==> src/rtl/axi_read_slave_if.sv <==
// AXI4 read address/data channel bundle shared by a read master and the axi_read_slave responder.
interface axi_read_slave_if #(
  parameter int IDW = 12,
  parameter int AW  = 32,
  parameter int DW  = 64
);
  logic [IDW-1:0] arid;
  logic [AW-1:0]  araddr;
  logic [7:0]     arlen;
  logic [2:0]     arsize;
  logic [1:0]     arburst;
  logic           arvalid;
  logic           arready;
  logic [IDW-1:0] rid;
  logic [DW-1:0]  rdata;
  logic [1:0]     rresp;
  logic           rlast;
  logic           rvalid;
  logic           rready;

  modport master (
    output arid, araddr, arlen, arsize, arburst, arvalid, rready,
    input  arready, rid, rdata, rresp, rlast, rvalid
  );

  modport slave (
    input  arid, araddr, arlen, arsize, arburst, arvalid, rready,
    output arready, rid, rdata, rresp, rlast, rvalid
  );
endinterface

==> src/rtl/axi_read_slave.sv <==
// AXI4 read responder: walks FIXED/INCR/WRAP bursts, fetching one beat per FETCH/RESP pair
// from a local memory port and returning it on R with RLAST, ID echo and SLVERR for illegal requests.
module axi_read_slave #(
  parameter int IDW = 12,
  parameter int AW  = 32,
  parameter int DW  = 64
) (
  input  logic                  clk,
  input  logic                  rst,
  axi_read_slave_if.slave       s_axi,
  output logic                  mem_en,
  output logic [AW-1:0]         mem_addr,
  input  logic [DW-1:0]         mem_rdata
);
  localparam int         BYTES = DW / 8;
  localparam int         LSB   = $clog2(BYTES);
  localparam logic [2:0] LSB3  = 3'(LSB);
  localparam logic [AW-1:0] BUS_MASK = AW'(BYTES - 1);

  typedef enum logic [1:0] {IDLE, FETCH, RESP} state_t;

  state_t         state_reg;
  logic [IDW-1:0] id_reg;
  logic [AW-1:0]  addr_reg;
  logic [7:0]     len_reg;
  logic [2:0]     size_reg;
  logic [1:0]     burst_reg;
  logic           err_reg;
  logic [7:0]     beat_reg;
  logic [AW-1:0]  wrap_base_reg;
  logic [AW-1:0]  wrap_mask_reg;

  logic           arready_reg;
  logic [IDW-1:0] rid_reg;
  logic [DW-1:0]  rdata_reg;
  logic [1:0]     rresp_reg;
  logic           rlast_reg;
  logic           rvalid_reg;
  logic           mem_en_reg;
  logic [AW-1:0]  mem_addr_reg;

  assign s_axi.arready = arready_reg;
  assign s_axi.rid     = rid_reg;
  assign s_axi.rdata   = rdata_reg;
  assign s_axi.rresp   = rresp_reg;
  assign s_axi.rlast   = rlast_reg;
  assign s_axi.rvalid  = rvalid_reg;
  assign mem_en        = mem_en_reg;
  assign mem_addr      = mem_addr_reg;

  // Request decode: size mask, wrap container mask and error classification.
  logic [AW-1:0] size_mask_in;
  logic [AW-1:0] total_mask_in;
  logic          wrap_len_ok;
  logic          err_in;

  always_comb begin
    size_mask_in  = (AW'(1) << s_axi.arsize) - AW'(1);
    total_mask_in = ((AW'(s_axi.arlen) + AW'(1)) << s_axi.arsize) - AW'(1);
    wrap_len_ok   = (s_axi.arlen == 8'd1) || (s_axi.arlen == 8'd3) ||
                    (s_axi.arlen == 8'd7) || (s_axi.arlen == 8'd15);
    err_in        = 1'b0;
    if (s_axi.arsize > LSB3)
      err_in = 1'b1;
    if (s_axi.arburst == 2'b11)
      err_in = 1'b1;
    if (s_axi.arburst == 2'b10 && (!wrap_len_ok || (s_axi.araddr & size_mask_in) != '0))
      err_in = 1'b1;
  end

  // Address of the following beat; beat 0 of an INCR burst may be unaligned.
  logic [AW-1:0] step;
  logic [AW-1:0] next_addr;

  always_comb begin
    step = AW'(1) << size_reg;
    case (burst_reg)
      2'b00:   next_addr = addr_reg;
      2'b10:   next_addr = wrap_base_reg |
                           ((addr_reg + step - wrap_base_reg) & wrap_mask_reg);
      default: next_addr = (addr_reg & ~(step - AW'(1))) + step;
    endcase
  end

  always_ff @(posedge clk) begin
    if (rst) begin
      state_reg     <= IDLE;
      id_reg        <= '0;
      addr_reg      <= '0;
      len_reg       <= '0;
      size_reg      <= '0;
      burst_reg     <= '0;
      err_reg       <= 1'b0;
      beat_reg      <= '0;
      wrap_base_reg <= '0;
      wrap_mask_reg <= '0;
      arready_reg   <= 1'b0;
      rid_reg       <= '0;
      rdata_reg     <= '0;
      rresp_reg     <= 2'b00;
      rlast_reg     <= 1'b0;
      rvalid_reg    <= 1'b0;
      mem_en_reg    <= 1'b0;
      mem_addr_reg  <= '0;
    end else begin
      case (state_reg)
        IDLE: begin
          arready_reg <= 1'b1;
          if (s_axi.arvalid && arready_reg) begin
            arready_reg   <= 1'b0;
            id_reg        <= s_axi.arid;
            addr_reg      <= s_axi.araddr;
            len_reg       <= s_axi.arlen;
            size_reg      <= s_axi.arsize;
            burst_reg     <= s_axi.arburst;
            err_reg       <= err_in;
            beat_reg      <= '0;
            wrap_base_reg <= s_axi.araddr & ~total_mask_in;
            wrap_mask_reg <= total_mask_in;
            mem_en_reg    <= !err_in;
            mem_addr_reg  <= s_axi.araddr & ~BUS_MASK;
            state_reg     <= FETCH;
          end
        end
        FETCH: begin
          // mem_rdata is captured on the edge that closes the mem_en cycle.
          mem_en_reg <= 1'b0;
          rvalid_reg <= 1'b1;
          rid_reg    <= id_reg;
          rdata_reg  <= err_reg ? '0 : mem_rdata;
          rresp_reg  <= err_reg ? 2'b10 : 2'b00;
          rlast_reg  <= (beat_reg == len_reg);
          state_reg  <= RESP;
        end
        RESP: begin
          if (rvalid_reg && s_axi.rready) begin
            rvalid_reg <= 1'b0;
            if (rlast_reg) begin
              rlast_reg   <= 1'b0;
              arready_reg <= 1'b1;
              state_reg   <= IDLE;
            end else begin
              beat_reg     <= beat_reg + 8'd1;
              addr_reg     <= next_addr;
              mem_en_reg   <= !err_reg;
              mem_addr_reg <= next_addr & ~BUS_MASK;
              state_reg    <= FETCH;
            end
          end
        end
        default: state_reg <= IDLE;
      endcase
    end
  end
endmodule

==> src/flat_wrapper.sv <==
// flat-port wrapper written by rule: the top's interface ports become plain ports
module axi_read_slave_flat 
#(
  parameter int IDW = 12,
  parameter int AW  = 32,
  parameter int DW  = 64
)
  (clk, rst, mem_en, mem_addr, mem_rdata, s_axi_arid, s_axi_araddr, s_axi_arlen, s_axi_arsize, s_axi_arburst, s_axi_arvalid, s_axi_rready, s_axi_arready, s_axi_rid, s_axi_rdata, s_axi_rresp, s_axi_rlast, s_axi_rvalid);
  axi_read_slave_if #(.IDW(IDW), .AW(AW), .DW(DW)) s_axi_i ();
  input  logic clk;
  input  logic rst;
  output logic mem_en;
  output logic [AW-1:0] mem_addr;
  input  logic [DW-1:0] mem_rdata;
  input wire logic [$bits(s_axi_i.arid)-1:0] s_axi_arid;
  input wire logic [$bits(s_axi_i.araddr)-1:0] s_axi_araddr;
  input wire logic [$bits(s_axi_i.arlen)-1:0] s_axi_arlen;
  input wire logic [$bits(s_axi_i.arsize)-1:0] s_axi_arsize;
  input wire logic [$bits(s_axi_i.arburst)-1:0] s_axi_arburst;
  input wire logic [$bits(s_axi_i.arvalid)-1:0] s_axi_arvalid;
  input wire logic [$bits(s_axi_i.rready)-1:0] s_axi_rready;
  output wire logic [$bits(s_axi_i.arready)-1:0] s_axi_arready;
  output wire logic [$bits(s_axi_i.rid)-1:0] s_axi_rid;
  output wire logic [$bits(s_axi_i.rdata)-1:0] s_axi_rdata;
  output wire logic [$bits(s_axi_i.rresp)-1:0] s_axi_rresp;
  output wire logic [$bits(s_axi_i.rlast)-1:0] s_axi_rlast;
  output wire logic [$bits(s_axi_i.rvalid)-1:0] s_axi_rvalid;
  assign s_axi_i.arid = s_axi_arid;
  assign s_axi_i.araddr = s_axi_araddr;
  assign s_axi_i.arlen = s_axi_arlen;
  assign s_axi_i.arsize = s_axi_arsize;
  assign s_axi_i.arburst = s_axi_arburst;
  assign s_axi_i.arvalid = s_axi_arvalid;
  assign s_axi_i.rready = s_axi_rready;
  assign s_axi_arready = s_axi_i.arready;
  assign s_axi_rid = s_axi_i.rid;
  assign s_axi_rdata = s_axi_i.rdata;
  assign s_axi_rresp = s_axi_i.rresp;
  assign s_axi_rlast = s_axi_i.rlast;
  assign s_axi_rvalid = s_axi_i.rvalid;
  axi_read_slave #(.IDW(IDW), .AW(AW), .DW(DW)) u_core (.clk(clk), .rst(rst), .s_axi(s_axi_i), .mem_en(mem_en), .mem_addr(mem_addr), .mem_rdata(mem_rdata));
endmodule
==> config.mk <==
export PLATFORM = sky130hd
export DESIGN_NAME = axi_read_slave_flat
export DESIGN_NICKNAME = d
export VERILOG_FILES = /design/src/rtl/axi_read_slave_if.sv /design/src/rtl/axi_read_slave.sv /design/src/flat_wrapper.sv
export SDC_FILE = /design/constraint.sdc
export NUM_CORES = 1
export LEC_CHECK = 0
export BUFFER_PORTS_ARGS = -buffer_cell sky130_fd_sc_hd__buf_2
export CORE_UTILIZATION = 30
export DETAILED_ROUTE_END_ITERATION = 8
export GPL_ROUTABILITY_DRIVEN = 0
export PLACE_DENSITY = 0.52
export SLEW_MARGIN = 15
export SYNTH_ARGS = -nofsm -noshare
export SYNTH_HDL_FRONTEND = slang
export SYNTH_SLANG_ARGS = --single-unit
==> constraint.sdc <==
create_clock -name clk -period 9.24 [get_ports clk]
set_input_delay 1.848 -clock clk [delete_from_list [all_inputs] [get_ports clk]]
set_output_delay 1.848 -clock clk [all_outputs]
set_load 0.02 [all_outputs]
==> results.txt <==
compound-gate portion of the synthesized area: 23.69%
Worst-Skew Late Latency: 590 ps
commonest cells after routing, fill and taps aside: buf_2 (233), dfxtp_1 (212), a21oi_1 (200), nor2_1 (195), nand2_1 (185)
initial antenna violation count: 2
Starting Density: 30.74%
final wirelength: 47.30 mm
Max Buffers Root-to-Sink: 3
post-route DRC violation count: 0
share of the synthesized area in the top cell type: 30.95%
Tmin final: 4710 ps
TNS Setup: 0 ps
post-synthesis mux area share: 2.144%
die span in x: 215.8 um
TritonCTS buffer count: 28
1st-iter DRT viols: 1112
routed vias/inst: 5.328
postcts setup bufs: 0
first-pass GRT wire length: 73.44 mm
cell count after synthesis: 1788
fin crit share: 50.98%
sequential area share after synthesis: 30.95%
Pre-antenna DRT Iters: 7
die extent in y: 215.8 um
largest family of logic cells by synthesized area: simple AND/OR/NAND/NOR gates
syn_area_per_cell: 7.670 um2
Ys Warns: 0
Post-synth EDFFs: 0
CP Class: reg2reg
critical-path cell list: and2_1 -> nand2_1 -> inv_1 -> xnor2_1 -> ha_1 -> o21bai_1 -> ha_1 -> nand3_1 -> nor4_1 -> o311a_1 -> o2bb2ai_1 -> nand2_1 -> o211ai_1 -> a31oi_1 -> and4_1 -> o31a_1
largest net degree at the start of global routing: 79
FFs w/ async S/R, synth: 0%
Rel. slew slack: 23.04%
port bufs: 234
ANT nets after route: 0
H-Tree Depth: 1
Overall Global Routing Usage: 19.71%
worst-margin pin slew: 1152 ps
via count: 13490
post-CTS sizing: 0
clock sinks: 212
crit end category: register
# IOs: 239
# setup viols final: 0
Post-Synth Simple-Gate Area: 25.32%
post-synthesis cell type count: 98
CTS tree: yes
worst min-delay path category: reg2reg
Post-Syn Area: 13710 um2
crit path DAT: 5190 ps
slowest CP cell: dfxtp_1
status: complete, no violations
Final Cell Area: 16100 um2
#FFs+latches synth: 212
xor and xnor fraction of the mapped netlist area: 3.960%
post-synthesis adder-cell area fraction: 7.080%
Placed Area: 15040 um2
GRT Residual Overflow: 0
die area: 46570 um2
slowest stage delay, CP: 780 ps
CP max FO: 22
Peak supply drop: 0.0001834 V
delay-heaviest family, CP: simple AND/OR/NAND/NOR gates
Leak Pwr: 6.593 nW
max_cap viols: 0
Root Buffer: clkbuf_16
Primary FF master, synth: dfxtp_1
Pins Over Slew Limit: 0
max reg flops: 64
most common cell after layout, fill and taps aside: buf_2
# hold bufs at CTS: 0
placed cells: 2479
post-layout util: 36.08%
Hold Fails Final Rpt: 0
fin cells: 2532
Area Overhead vs Synth: 17.37%
DR WL/cell: 18.68 um
Startpoint Class: register
share of cells above drive strength 1: 17.54%
synth top area cells: dfxtp_1 (31%), a21oi_1 (7.3%), ha_1 (6.9%)
Clock transition at path regs: 60 ps
RSZ-0062 raised after global routing: no
leading area contributor after synthesis: dfxtp_1
skew final: 44.28 ps
hold_ws: 452.6 ps
fmax: 212.3 MHz
Power Density: 343.9 nW/um2
Crit path buffers/inverters: 1
# nets final: 2119
Worst EP required: 9720 ps
Detail Placement HPWL: 33.52 mm
Core Region: 44610 um2
row count: 77
vias in the first global route: 12812
[path summary, 6_finish.rpt]
kind | endpoint | cells after the start | slack (ps) | from
setup reg to reg | u_core.addr_reg[29] | 16 | 4530 | u_core.size_reg[2]
hold / removal | u_core.id_reg[9] | 2 | 450 | u_core.id_reg[9]
setup / recovery | u_core.addr_reg[29] | 16 | 4530 | u_core.size_reg[2]
hold reg to reg | u_core.id_reg[9] | 2 | 450 | u_core.id_reg[9]
[layer usage]
| metal | global-route usage [%] | vias to the layer above | share of wire, % |
|---|---|---|---|
| met5 | 0 | - | 0.027 |
| met4 | 5.083 | 2 | 2.2 |
| met3 | 3.805 | 82 | 6.0 |
| met2 | 33.25 | 403 | 47 |
| met1 | 25.55 | 6401 | 44 |
| li1 | - | 6602 | - |
[through the flow]
step	total power, mW	setup slack [ps]
after CTS	5.567	4672
after global routing	5.962	4221
after detailed placement	4.317	4149
final	5.535	4530
after floorplan	3.547	4870
after global placement	4.287	4189
[report_power, final]
group          total (mW)  internal, mW  switching [mW]
combinational        3.00          1.14            1.86
sequential           1.32          1.10           0.220
clock                1.22         0.769           0.451
total                5.54          3.01            2.53
[worst min-delay path, stage by stage (launching register included)]
cell and delay, ps:
dfxtp_1 310, nand2_1 50, a21oi_1 50
[layout make-up]
type	count	area, um2
Antenna cell	2	5.005
Clock buffer	36	780.7
Clock inverter	15	267.8
Fill cell	4768	28510
Inverter	53	198.9
Multi-Input combinational cell	1374	8576
Sequential cell	212	4244
Tap cell	592	740.7
Timing Repair Buffer	248	1282
[cells in the mapped netlist (11+ instances only)]
cell type  number
dfxtp_1       212
nand3_1        54
nor4_1         11
nand4_1        24
a32o_1         17
a21oi_1       200
nand2b_1       13
xor2_1         30
nor2b_1        91
and3_1         18
nor2_1        195
a211oi_1       32
o31ai_1        11
mux2i_1        26
ha_1           76
buf_2          17
o211ai_1       18
a31oi_1        26
o21ai_0        76
clkbuf_1       89
a21o_1         24
buf_4          37
nand2_1       185
xnor2_1        32
inv_1          51
nor3_1         30
[cell families after synthesis]
logic type	after synthesis
mux	29
buf+inv	205
compound gates	503
other cells	1
fa+ha+maj	77
xor+xnor	62
simple gates	699
flops	212
Power figures use the tool's default switching activity.
